**config.mk**
```make
export PLATFORM = sky130hd
export DESIGN_NAME = cache_ctrl
export DESIGN_NICKNAME = d
export VERILOG_FILES = /design/src/rtl/cache_ctrl_pkg.sv /design/src/rtl/cache_stats.sv /design/src/rtl/cache_ctrl.sv
export SDC_FILE = /design/constraint.sdc
export NUM_CORES = 1
export LEC_CHECK = 0
export ABC_CLOCK_PERIOD_IN_PS = 1900
export CAP_MARGIN = 20
export CORE_AREA = 5 5 275 277
export CTS_CLUSTER_DIAMETER = 50
export CTS_CLUSTER_SIZE = 16
export DETAILED_ROUTE_END_ITERATION = 8
export DIE_AREA = 0 0 280 282
export MAX_ROUTING_LAYER = met4
export PLACE_DENSITY_LB_ADDON = 0.1
export SLEW_MARGIN = 20
export SYNTH_ARGS = -nofsm -noshare
export SYNTH_HDL_FRONTEND = slang
export SYNTH_SLANG_ARGS = --single-unit
```
**constraint.sdc**
```tcl
create_clock -name clk -period 1.9 [get_ports clk]
set_clock_uncertainty 0.05 [all_clocks]
set_input_delay 0.19 -clock clk [delete_from_list [all_inputs] [get_ports clk]]
set_output_delay 0.19 -clock clk [all_outputs]
set_load 0.005 [all_outputs]
```
**src/rtl/cache_ctrl_pkg.sv**
```systemverilog
// rtl/cache_ctrl_pkg.sv - shared widths, FSM encoding and helpers for cache_ctrl
// Holds the tag/index/block/enable widths and the controller state encoding
// used by cache_ctrl, cache_stats and anything driving the block RAM.
package cache_ctrl_pkg;

    localparam int TAG_WIDTH        = 18;
    localparam int INDEX_WIDTH      = 10;
    localparam int CACHE_BLOCK_SIZE = 128;
    localparam int EN_WORD_WIDTH    = 4;
    localparam int EN_BYTE_WIDTH    = 4;

    typedef enum logic [2:0] {
        ST_IDLE      = 3'd0,
        ST_LOOKUP    = 3'd1,
        ST_COMPARE   = 3'd2,
        ST_WRITEBACK = 3'd3,
        ST_ALLOCATE  = 3'd4,
        ST_REFILL    = 3'd5
    } cache_state_t;

    // Word-aligned, half-word-aligned and single-byte writes are accepted.
    function automatic logic byte_en_legal(input logic [EN_BYTE_WIDTH-1:0] be);
        case (be)
            4'b1111, 4'b0011, 4'b1100,
            4'b0001, 4'b0010, 4'b0100, 4'b1000: byte_en_legal = 1'b1;
            default:                            byte_en_legal = 1'b0;
        endcase
    endfunction

    function automatic logic [EN_WORD_WIDTH-1:0] word_onehot(input logic [1:0] word);
        word_onehot = 4'b0001 << word;
    endfunction

endpackage

```
**src/rtl/cache_stats.sv**
```systemverilog
// rtl/cache_stats.sv - saturating first-pass hit/miss counters for cache_ctrl
// Ports: clk, rst_n (async active-low), hit_pulse/miss_pulse (one per lookup),
//        hit_cnt/miss_cnt (32-bit saturating counts).
module cache_stats (
    input  logic        clk,
    input  logic        rst_n,
    input  logic        hit_pulse,
    input  logic        miss_pulse,
    output logic [31:0] hit_cnt,
    output logic [31:0] miss_cnt
);

    always_ff @(posedge clk or negedge rst_n) begin
        if (!rst_n) begin
            hit_cnt  <= 32'd0;
            miss_cnt <= 32'd0;
        end else begin
            if (hit_pulse && (hit_cnt != 32'hFFFF_FFFF))
                hit_cnt <= hit_cnt + 32'd1;
            if (miss_pulse && (miss_cnt != 32'hFFFF_FFFF))
                miss_cnt <= miss_cnt + 32'd1;
        end
    end

endmodule

```
**src/rtl/cache_ctrl.sv**
```systemverilog
// rtl/cache_ctrl.sv - direct-mapped write-back write-allocate cache controller
// Ports: clk, rst_n (async active-low);
//        CPU side  CPU_Req/CPU_Wr/CPU_Addr/CPU_Byte_En/CPU_Wdata in, CPU_Rdata/CPU_Rdy out;
//        memory    Mem_Req/Mem_Wr/Mem_Addr/Mem_Wdata out, Mem_Rdata/Mem_Ack in;
//        block RAM En_Word/En_Byte/Index/Wr/ValidNew/DirtyNew/Data_In/Tag_In out,
//                  Dirty_Out/Valid_Out/Tag_Out/Data_Out in (one-cycle read latency).
// Optional: CACHE_CTRL_STATS_EN adds Hit_Cnt/Miss_Cnt outputs via cache_stats.
module cache_ctrl
    import cache_ctrl_pkg::*;
#(
    parameter int ADDR_W  = 32,
    parameter int INDEX_W = INDEX_WIDTH,
    parameter int TAG_W   = TAG_WIDTH
) (
    input  logic                        clk,
    input  logic                        rst_n,
    input  logic                        CPU_Req,
    input  logic                        CPU_Wr,
    input  logic [ADDR_W-1:0]           CPU_Addr,
    input  logic [EN_BYTE_WIDTH-1:0]    CPU_Byte_En,
    input  logic [31:0]                 CPU_Wdata,
    output logic [31:0]                 CPU_Rdata,
    output logic                        CPU_Rdy,
    output logic                        Mem_Req,
    output logic                        Mem_Wr,
    output logic [ADDR_W-1:0]           Mem_Addr,
    output logic [CACHE_BLOCK_SIZE-1:0] Mem_Wdata,
    input  logic [CACHE_BLOCK_SIZE-1:0] Mem_Rdata,
    input  logic                        Mem_Ack,
    output logic [EN_WORD_WIDTH-1:0]    En_Word,
    output logic [EN_BYTE_WIDTH-1:0]    En_Byte,
    output logic [INDEX_W-1:0]          Index,
    output logic                        Wr,
    output logic                        ValidNew,
    output logic                        DirtyNew,
    output logic [CACHE_BLOCK_SIZE-1:0] Data_In,
    output logic [TAG_W-1:0]            Tag_In,
    input  logic                        Dirty_Out,
    input  logic                        Valid_Out,
    input  logic [TAG_W-1:0]            Tag_Out,
    input  logic [CACHE_BLOCK_SIZE-1:0] Data_Out
`ifdef CACHE_CTRL_STATS_EN
    ,
    output logic [31:0]                 Hit_Cnt,
    output logic [31:0]                 Miss_Cnt
`endif
);

    cache_state_t                  state;
    logic                          req_wr;
    logic [TAG_W-1:0]              req_tag;
    logic [INDEX_W-1:0]            req_index;
    logic [1:0]                    req_word;
    logic [EN_BYTE_WIDTH-1:0]      req_be;
    logic [31:0]                   req_wdata;
    logic [CACHE_BLOCK_SIZE-1:0]   fill_data;
    logic                          hit;
    logic                          unused_addr_bits;

    // Byte offset within the word is not needed: the CPU port is word-wide.
    assign unused_addr_bits = ^CPU_Addr[1:0];

    assign hit = Valid_Out && (Tag_Out == req_tag);

    always_ff @(posedge clk or negedge rst_n) begin
        if (!rst_n) begin
            state     <= ST_IDLE;
            req_wr    <= 1'b0;
            req_tag   <= '0;
            req_index <= '0;
            req_word  <= 2'd0;
            req_be    <= '0;
            req_wdata <= 32'd0;
            fill_data <= '0;
            Mem_Req   <= 1'b0;
            Mem_Wr    <= 1'b0;
            Mem_Addr  <= '0;
            Mem_Wdata <= '0;
        end else begin
            case (state)
                ST_IDLE: begin
                    if (CPU_Req) begin
                        req_wr    <= CPU_Wr;
                        req_tag   <= CPU_Addr[ADDR_W-1 -: TAG_W];
                        req_index <= CPU_Addr[INDEX_W+3:4];
                        req_word  <= CPU_Addr[3:2];
                        req_be    <= CPU_Byte_En;
                        req_wdata <= CPU_Wdata;
                        state     <= ST_LOOKUP;
                    end
                end
                ST_LOOKUP: state <= ST_COMPARE;
                ST_COMPARE: begin
                    if (hit) begin
                        state <= ST_IDLE;
                    end else if (Valid_Out && Dirty_Out) begin
                        // Victim line and its address are captured now; the
                        // block output is not held once the index moves on.
                        Mem_Req   <= 1'b1;
                        Mem_Wr    <= 1'b1;
                        Mem_Addr  <= {Tag_Out, req_index, 4'b0000};
                        Mem_Wdata <= Data_Out;
                        state     <= ST_WRITEBACK;
                    end else begin
                        Mem_Req  <= 1'b1;
                        Mem_Wr   <= 1'b0;
                        Mem_Addr <= {req_tag, req_index, 4'b0000};
                        state    <= ST_ALLOCATE;
                    end
                end
                ST_WRITEBACK: begin
                    if (Mem_Ack) begin
                        Mem_Wr   <= 1'b0;
                        Mem_Addr <= {req_tag, req_index, 4'b0000};
                        state    <= ST_ALLOCATE;
                    end
                end
                ST_ALLOCATE: begin
                    if (Mem_Ack) begin
                        Mem_Req   <= 1'b0;
                        fill_data <= Mem_Rdata;
                        state     <= ST_REFILL;
                    end
                end
                ST_REFILL: state <= ST_LOOKUP;
                default:   state <= ST_IDLE;
            endcase
        end
    end

    // Block RAM and CPU response decode. The hit decision needs this cycle's
    // block read data, so the COMPARE responses cannot be registered.
    always_comb begin
        CPU_Rdy   = 1'b0;
        CPU_Rdata = 32'd0;
        Wr        = 1'b0;
        En_Word   = '0;
        En_Byte   = '0;
        ValidNew  = 1'b0;
        DirtyNew  = 1'b0;
        Data_In   = '0;
        Tag_In    = '0;
        Index     = (state == ST_IDLE) ? CPU_Addr[INDEX_W+3:4] : req_index;

        if ((state == ST_COMPARE) && hit) begin
            CPU_Rdy = 1'b1;
            if (!req_wr) begin
                CPU_Rdata = Data_Out[{req_word, 5'b00000} +: 32];
            end else if (byte_en_legal(req_be)) begin
                Wr       = 1'b1;
                En_Word  = word_onehot(req_word);
                En_Byte  = req_be;
                Data_In  = {4{req_wdata}};
                ValidNew = 1'b1;
                DirtyNew = 1'b1;
                Tag_In   = req_tag;
            end
        end

        if (state == ST_REFILL) begin
            Wr       = 1'b1;
            En_Word  = '0;          // all-zero word enable means whole-line write
            En_Byte  = 4'b1111;
            Data_In  = fill_data;
            ValidNew = 1'b1;
            DirtyNew = 1'b0;
            Tag_In   = req_tag;
        end
    end

`ifdef CACHE_CTRL_STATS_EN
    // Set by REFILL so the guaranteed-hit retry is not counted as a hit.
    logic retry;
    logic hit_pulse;
    logic miss_pulse;

    always_ff @(posedge clk or negedge rst_n) begin
        if (!rst_n)
            retry <= 1'b0;
        else if (state == ST_IDLE)
            retry <= 1'b0;
        else if (state == ST_REFILL)
            retry <= 1'b1;
    end

    assign hit_pulse  = (state == ST_COMPARE) && !retry && hit;
    assign miss_pulse = (state == ST_COMPARE) && !retry && !hit;

    cache_stats u_stats (
        .clk        (clk),
        .rst_n      (rst_n),
        .hit_pulse  (hit_pulse),
        .miss_pulse (miss_pulse),
        .hit_cnt    (Hit_Cnt),
        .miss_cnt   (Miss_Cnt)
    );
`endif

endmodule

```
== Word level (Yosys, flattened, before mapping) ==
Cells that the tools add are included.
Operators by class
  equal/unequal tests: 17
  shifts and indexed selects: 2
  multiplexer cells: 44
  bitwise logic cells: 1
  reduce and logical (&&, ||, !) cells: 13
Operator list (count)
  $mux W128: 4
  $mux W32: 5
  $shiftx A128 B8 Y32: 1
  $mux W18: 4
  $pmux W32 S2: 1
  $mux W4: 8
  $eq A18 B18 Y1: 1
  $pmux W3 S6: 1
  $mux W3: 5
  $mux W1: 13
  $eq A4 B4 Y1 const B: 3
  $reduce_and A3 Y1: 4
  $mux W10: 1
  $eq A4 B2 Y1 const B: 2
  $ne A2 B2 Y1 const B: 4
  $reduce_or A7 Y1: 1
  $eq A3 B2 Y1 const B: 2
  $eq A3 B3 Y1 const B: 2
  $eq A4 B1 Y1 const B: 1
  $eq A4 B3 Y1 const B: 1
  $pmux W1 S2: 2
  $reduce_and A2 Y1: 2
  $reduce_bool A2 Y1: 2
  $shl A1 B2 Y4 const A: 1
  other kinds (4): 6
Storage, ports and cells
  register bits: 360
  input port bits: 349
  output and inout port bits: 362

== Depth between registers and ports, before layout ==
Gate-level depths: netlist (run 1).
  word-level depth: 9
  depth in mapped cells: 8
  gate-level depth less buffers: 5

== Least setup slack after synthesis (run 1) ==
OpenSTA, ideal clock, no wires.
  path kind: register -> register
  from: register req_tag[7]
  to: register Mem_Wdata[0]
  library setup time: 0.125 ns
  arrival: 1.874 ns
  slack: -0.149 ns
  cell stages (with the launch flop): 9
  path buffers: 3
  clock period less this slack: 2.049 ns
  cell sequence: dfrtp_1 > xnor2_1 > nand4_1 > nor4_1 > a21o_1 > buf_2 > buf_8 > buf_6 > mux2_2
Between the ends
  cells in the longest elaborated chain, start to end: 4
Ends and longest elaborated chain
  start, declared: RTL line cache_ctrl.sv:51  | logic [TAG_W-1:0] req_tag;
  start signal, assigned: RTL line cache_ctrl.sv:84  | req_tag <= CPU_Addr[ADDR_W-1 -: TAG_W];
  $eq A18 B18 Y1: RTL line cache_ctrl.sv:63  | assign hit = Valid_Out && (Tag_Out == req_tag);
  $logic_and A1 B1 Y1: RTL line cache_ctrl.sv:63
  $not A1 Y1 (no line)
  $reduce_and A3 Y1 (no line)
  end signal, assigned: RTL line cache_ctrl.sv:102  | Mem_Wdata <= Data_Out;
  end, declared: RTL line cache_ctrl.sv:27  | output logic [CACHE_BLOCK_SIZE-1:0] Mem_Wdata,
No other way between the ends.
A chain may end at the register's enable or synchronous reset.

== Final worst setup path (run 1) ==
  from: register req_tag[0]
  to: output port Data_In[108]
Between the ends
  cells in the longest elaborated chain, start to end: 5
Ends and longest elaborated chain
  $eq A18 B18 Y1: RTL line cache_ctrl.sv:63
  $logic_and A1 B1 Y1: RTL line cache_ctrl.sv:63
  $logic_and A1 B1 Y1: RTL line cache_ctrl.sv:145  | if ((state == ST_COMPARE) && hit) begin
  $mux W128: RTL line cache_ctrl.sv:145
  $mux W128: RTL line cache_ctrl.sv:160  | if (state == ST_REFILL) begin
  end, declared: RTL line cache_ctrl.sv:36  | output logic [CACHE_BLOCK_SIZE-1:0] Data_In,
No other way between the ends.

==> results.md, run 1 <==
* Status: finished, violations left
* Failing checks: setup timing
* Mapped Cells at 1116
* Per-cell routed wire length at 26.6 um
* Biggest area consumer among synthesized cells: dfrtp_1
* Critical path cell sequence: xnor2_2 > nand4_1 > nor4_4 > and3_4 > buf_12 > buf_12 > buf_4 > buf_6 > a22o_1 > buf_2
* Largest net degree at the start of global routing at 61
* DR vias at 14100
* Worst-path fanout max at 7
* Dpl cells at 2889
* I/O pin total at 711
* Compound-Gate Fraction of Synth Area at 0.0829
* Worst VDD drop at 0.831 mV
* Slowest stage delay, CP at 0.40 ns
* Max transition margin at 0.645
* Nets at 2474
* Core Area at 72600 um2
* Final hold vios at 0
* Post-synth top area share at 0.541
* Antenna viol nets, final at 0
* Post-route setup slack at -1.27 ns
* Clk_lat worst skew at 0.61 ns
* Starting Density at 0.227
* Crit. End Element: output port
* Pre-Repair DR Iteration Count at 6
* Most frequent cells in the layout: clkdlybuf4s50_1 (503), dfrtp_1 (354), mux2_2 (216)
* Synth Register Bits at 356
* IO buf count at 704
* Clock transition at path regs at 0.06 ns
* Final RePlAce weighted congestion at 0.871
* Die Span X at 280 um
* Synth cell types at 39
* Chip height at 282 um
* Cell Count, Final, Fillers Out at 3157
* Slowest-stage cell, CP: dfrtp_1
* Slew Viols, Final at 0
* Site row count at 99
* EDFF count, synth at 0
* Min-delay worst type: in -> async
* Share of cells above drive strength 1 at 0.506
* Initial drt markers at 517
* Vias in the first global route at 15400
* Area Growth Syn to Fin at 87.9%
* Pwr Density at 1450 nW/um2
* Initial antenna violation count at 24
* CP required at 1.66 ns
* Via density at 4.45
* Fin crit period at 3.17 ns
* Synth Flop Type: dfrtp_1
* Worst EP arrival at 2.93 ns
* Fmax at 0.316 GHz
* Die area at 79000 um2
* Most common cell after layout, fill and taps aside: clkdlybuf4s50_1
* CTS root buf: clkbuf_16
* First-pass GRT wire length at 116 mm
* Crit path max-delay family: simple AND/OR/NAND/NOR gates
* Post-DP HPWL at 59.8 mm
* Synthesized cell area at 16500 um2
* Fin crit share at 1.67
* Syn avg cell area at 14.8 um2
* Total wire length at 84.0 mm
* Top cell by count, worst path: buf_12
* Max_cap viols at 0
* Final setup vio count at 555
* WP buf/inv at 5
* Type of origin of the critical path: flip-flop
* H-tree depth at 2
* Tot GR Track Use at 0.206
* Num CTS Buffers at 61
* DRC violations left at 0
* Worst Max-Slew Pin Slew at 0.532 ns
* Post-synthesis adder-cell area fraction at 0
* Final Total Pwr at 44.8 mW
* XOR/XNOR share of the synthesized area at 0.00957
* Post-synth ARST share at 1.00
* Critical path class: reg -> out
* CTS tree: yes
* Post-synthesis simple-gate area fraction at 0.0275
* Ys Warns at 0
* Seq/Total Area, Yosys at 0.541
* CTS sink count at 356
* Mux contribution to synthesized area at 0.305
* GRT overflow at 0
* Max Root-Sink Buffers at 3
* RSZ-0062 raised after global routing: true
* Synth area leaders: dfrtp_1 (54%), mux2_2 (25%), a22o_1 (6.9%)
* Largest family of logic cells by synthesized area: multiplexers
* Pleak at 14.2 nW
state kept, by name, summed over array words and instances (netlist names):
signal / count
Mem_Addr: 28
Mem_Req: 1
Mem_Wdata: 128
Mem_Wr: 1
fill_data: 128
req_be: 4
req_index: 10
req_tag: 18
req_wdata: 32
req_word: 2
req_wr: 1
state: 3
power by group:
part	internal, mW	switching [mW]	leakage (nW)
sequential	11.4	3.19	4.29
clock	7.54	4.22	1.03
combinational	12.2	6.23	8.84
total	31.2	13.6	14.2
path summary, 6_finish.rpt:
kind | startpoint | end | slack, ns | depth (start not counted)
worst max-delay path | req_tag[0]$_DFFE_PN0P_ | Data_In[108] | -1.27 | 10
worst min-delay path | rst_n | Mem_Wdata[40]$_DFFE_PN0P_ | 0.05 | 2
worst max register to register | state[2]$_DFFE_PN0P_ | req_index[7]$_DFFE_PN0P_ | -0.68 | 14
worst min register to register | Mem_Wdata[38]$_DFFE_PN0P_ | Mem_Wdata[38]$_DFFE_PN0P_ | 0.45 | 1
max in group asynchronous | rst_n | Mem_Wdata[60]$_DFFE_PN0P_ | 0.90 | 4
min in group clk | CPU_Wdata[27] | req_wdata[27]$_DFFE_PN0P_ | 0.13 | 2
cells by family after synthesis:
| logic type | count (synthesis) |
|---|---|
| xor+xnor | 18 |
| flops | 356 |
| buf+inv | 95 |
| mux | 411 |
| other cells | 1 |
| simple gates | 73 |
| compound gates | 162 |
cells in the mapped netlist, drive strengths merged (2+ instances only):
cell,number
o21ai,4
nor2,2
mux2,379
and3b,2
xor2,3
nor2b,35
o21a,18
nand3,2
buf,66
and2,4
xnor2,15
nand2,9
and3,5
nand4,5
a31oi,2
a21o,6
nor3b,2
dfrtp,356
mux4,32
a22o,129
clkbuf,27
nor4,3
inv,2
stage by stage:
step	TNS, ns	utilization	setup WS [ns]	hold WS (ns)	instance area [um2]
final	-375.39	0.426	-1.27	0.0477	30900
after global routing	-435.00	0.426	-1.41	0.0602	30900
after CTS	-362.07	0.424	-1.47	0.0456	30800
after detailed placement	-358.54	0.365	-1.46	0.107	26500
after global placement	-362.42	0.365	-1.45	0.103	26500
after floorplan	-10.76	-	-0.120	-0.156	16800
worst register-to-register path, cell delays in order, from the launching register on:
cell     delay (ns)
dfrtp_1        0.42
buf_4          0.15
buf_6          0.10
buf_6          0.10
buf_4          0.12
buf_6          0.11
nor3_4         0.14
buf_12         0.15
buf_16         0.12
buf_6          0.09
and2_4         0.18
buf_12         0.15
buf_4          0.14
buf_16         0.13
mux2_2         0.33
what timing repair did:
action                                 4_1_cts  5_1_grt
setup endpoints to repair                  555      556
resized for setup                          735      335
buffers inserted                            71       50
pin swaps                                   25       87
hold buffers                                 1        0
endpoints found under the hold margin      258        0
cloned                                      36        8
metal layers:
layer  wire (um)  global-route usage
met5           0                   -
met4        2170              0.0664
met3        5920              0.0602
met2       43300               0.357
met1       32600               0.229
layout make-up:
cell class                      instances  area (um2)
Antenna cell                           24        60.1
Multi-Input combinational cell        668        7930
Clock buffer                           71        1640
Sequential cell                       356        8910
Timing Repair Buffer                 1036       10700
Clock inverter                         41         533
Inverter                                2        7.51
Fill cell                            6803       41600
Tap cell                              959        1200
(Power assumes the default switching activity.)
==> run 2, diff against run 1 <==
--- a/config.mk
+++ b/config.mk
@@ -5,7 +5,6 @@
 export SDC_FILE = /design/constraint.sdc
 export NUM_CORES = 1
 export LEC_CHECK = 0
-export ABC_CLOCK_PERIOD_IN_PS = 1900
 export CAP_MARGIN = 20
 export CORE_AREA = 5 5 275 277
 export CTS_CLUSTER_DIAMETER = 50
==> results of run 2 <==
Same layout as run 1: the final DEF is identical, and so are final timing and power.
==> run 3, diff against run 2 <==
--- a/config.mk
+++ b/config.mk
@@ -5,7 +5,6 @@
 export SDC_FILE = /design/constraint.sdc
 export NUM_CORES = 1
 export LEC_CHECK = 0
-export CAP_MARGIN = 20
 export CORE_AREA = 5 5 275 277
 export CTS_CLUSTER_DIAMETER = 50
 export CTS_CLUSTER_SIZE = 16
==> results of run 3 <==
Same layout as run 1: the final DEF is identical, and so are final timing and power.
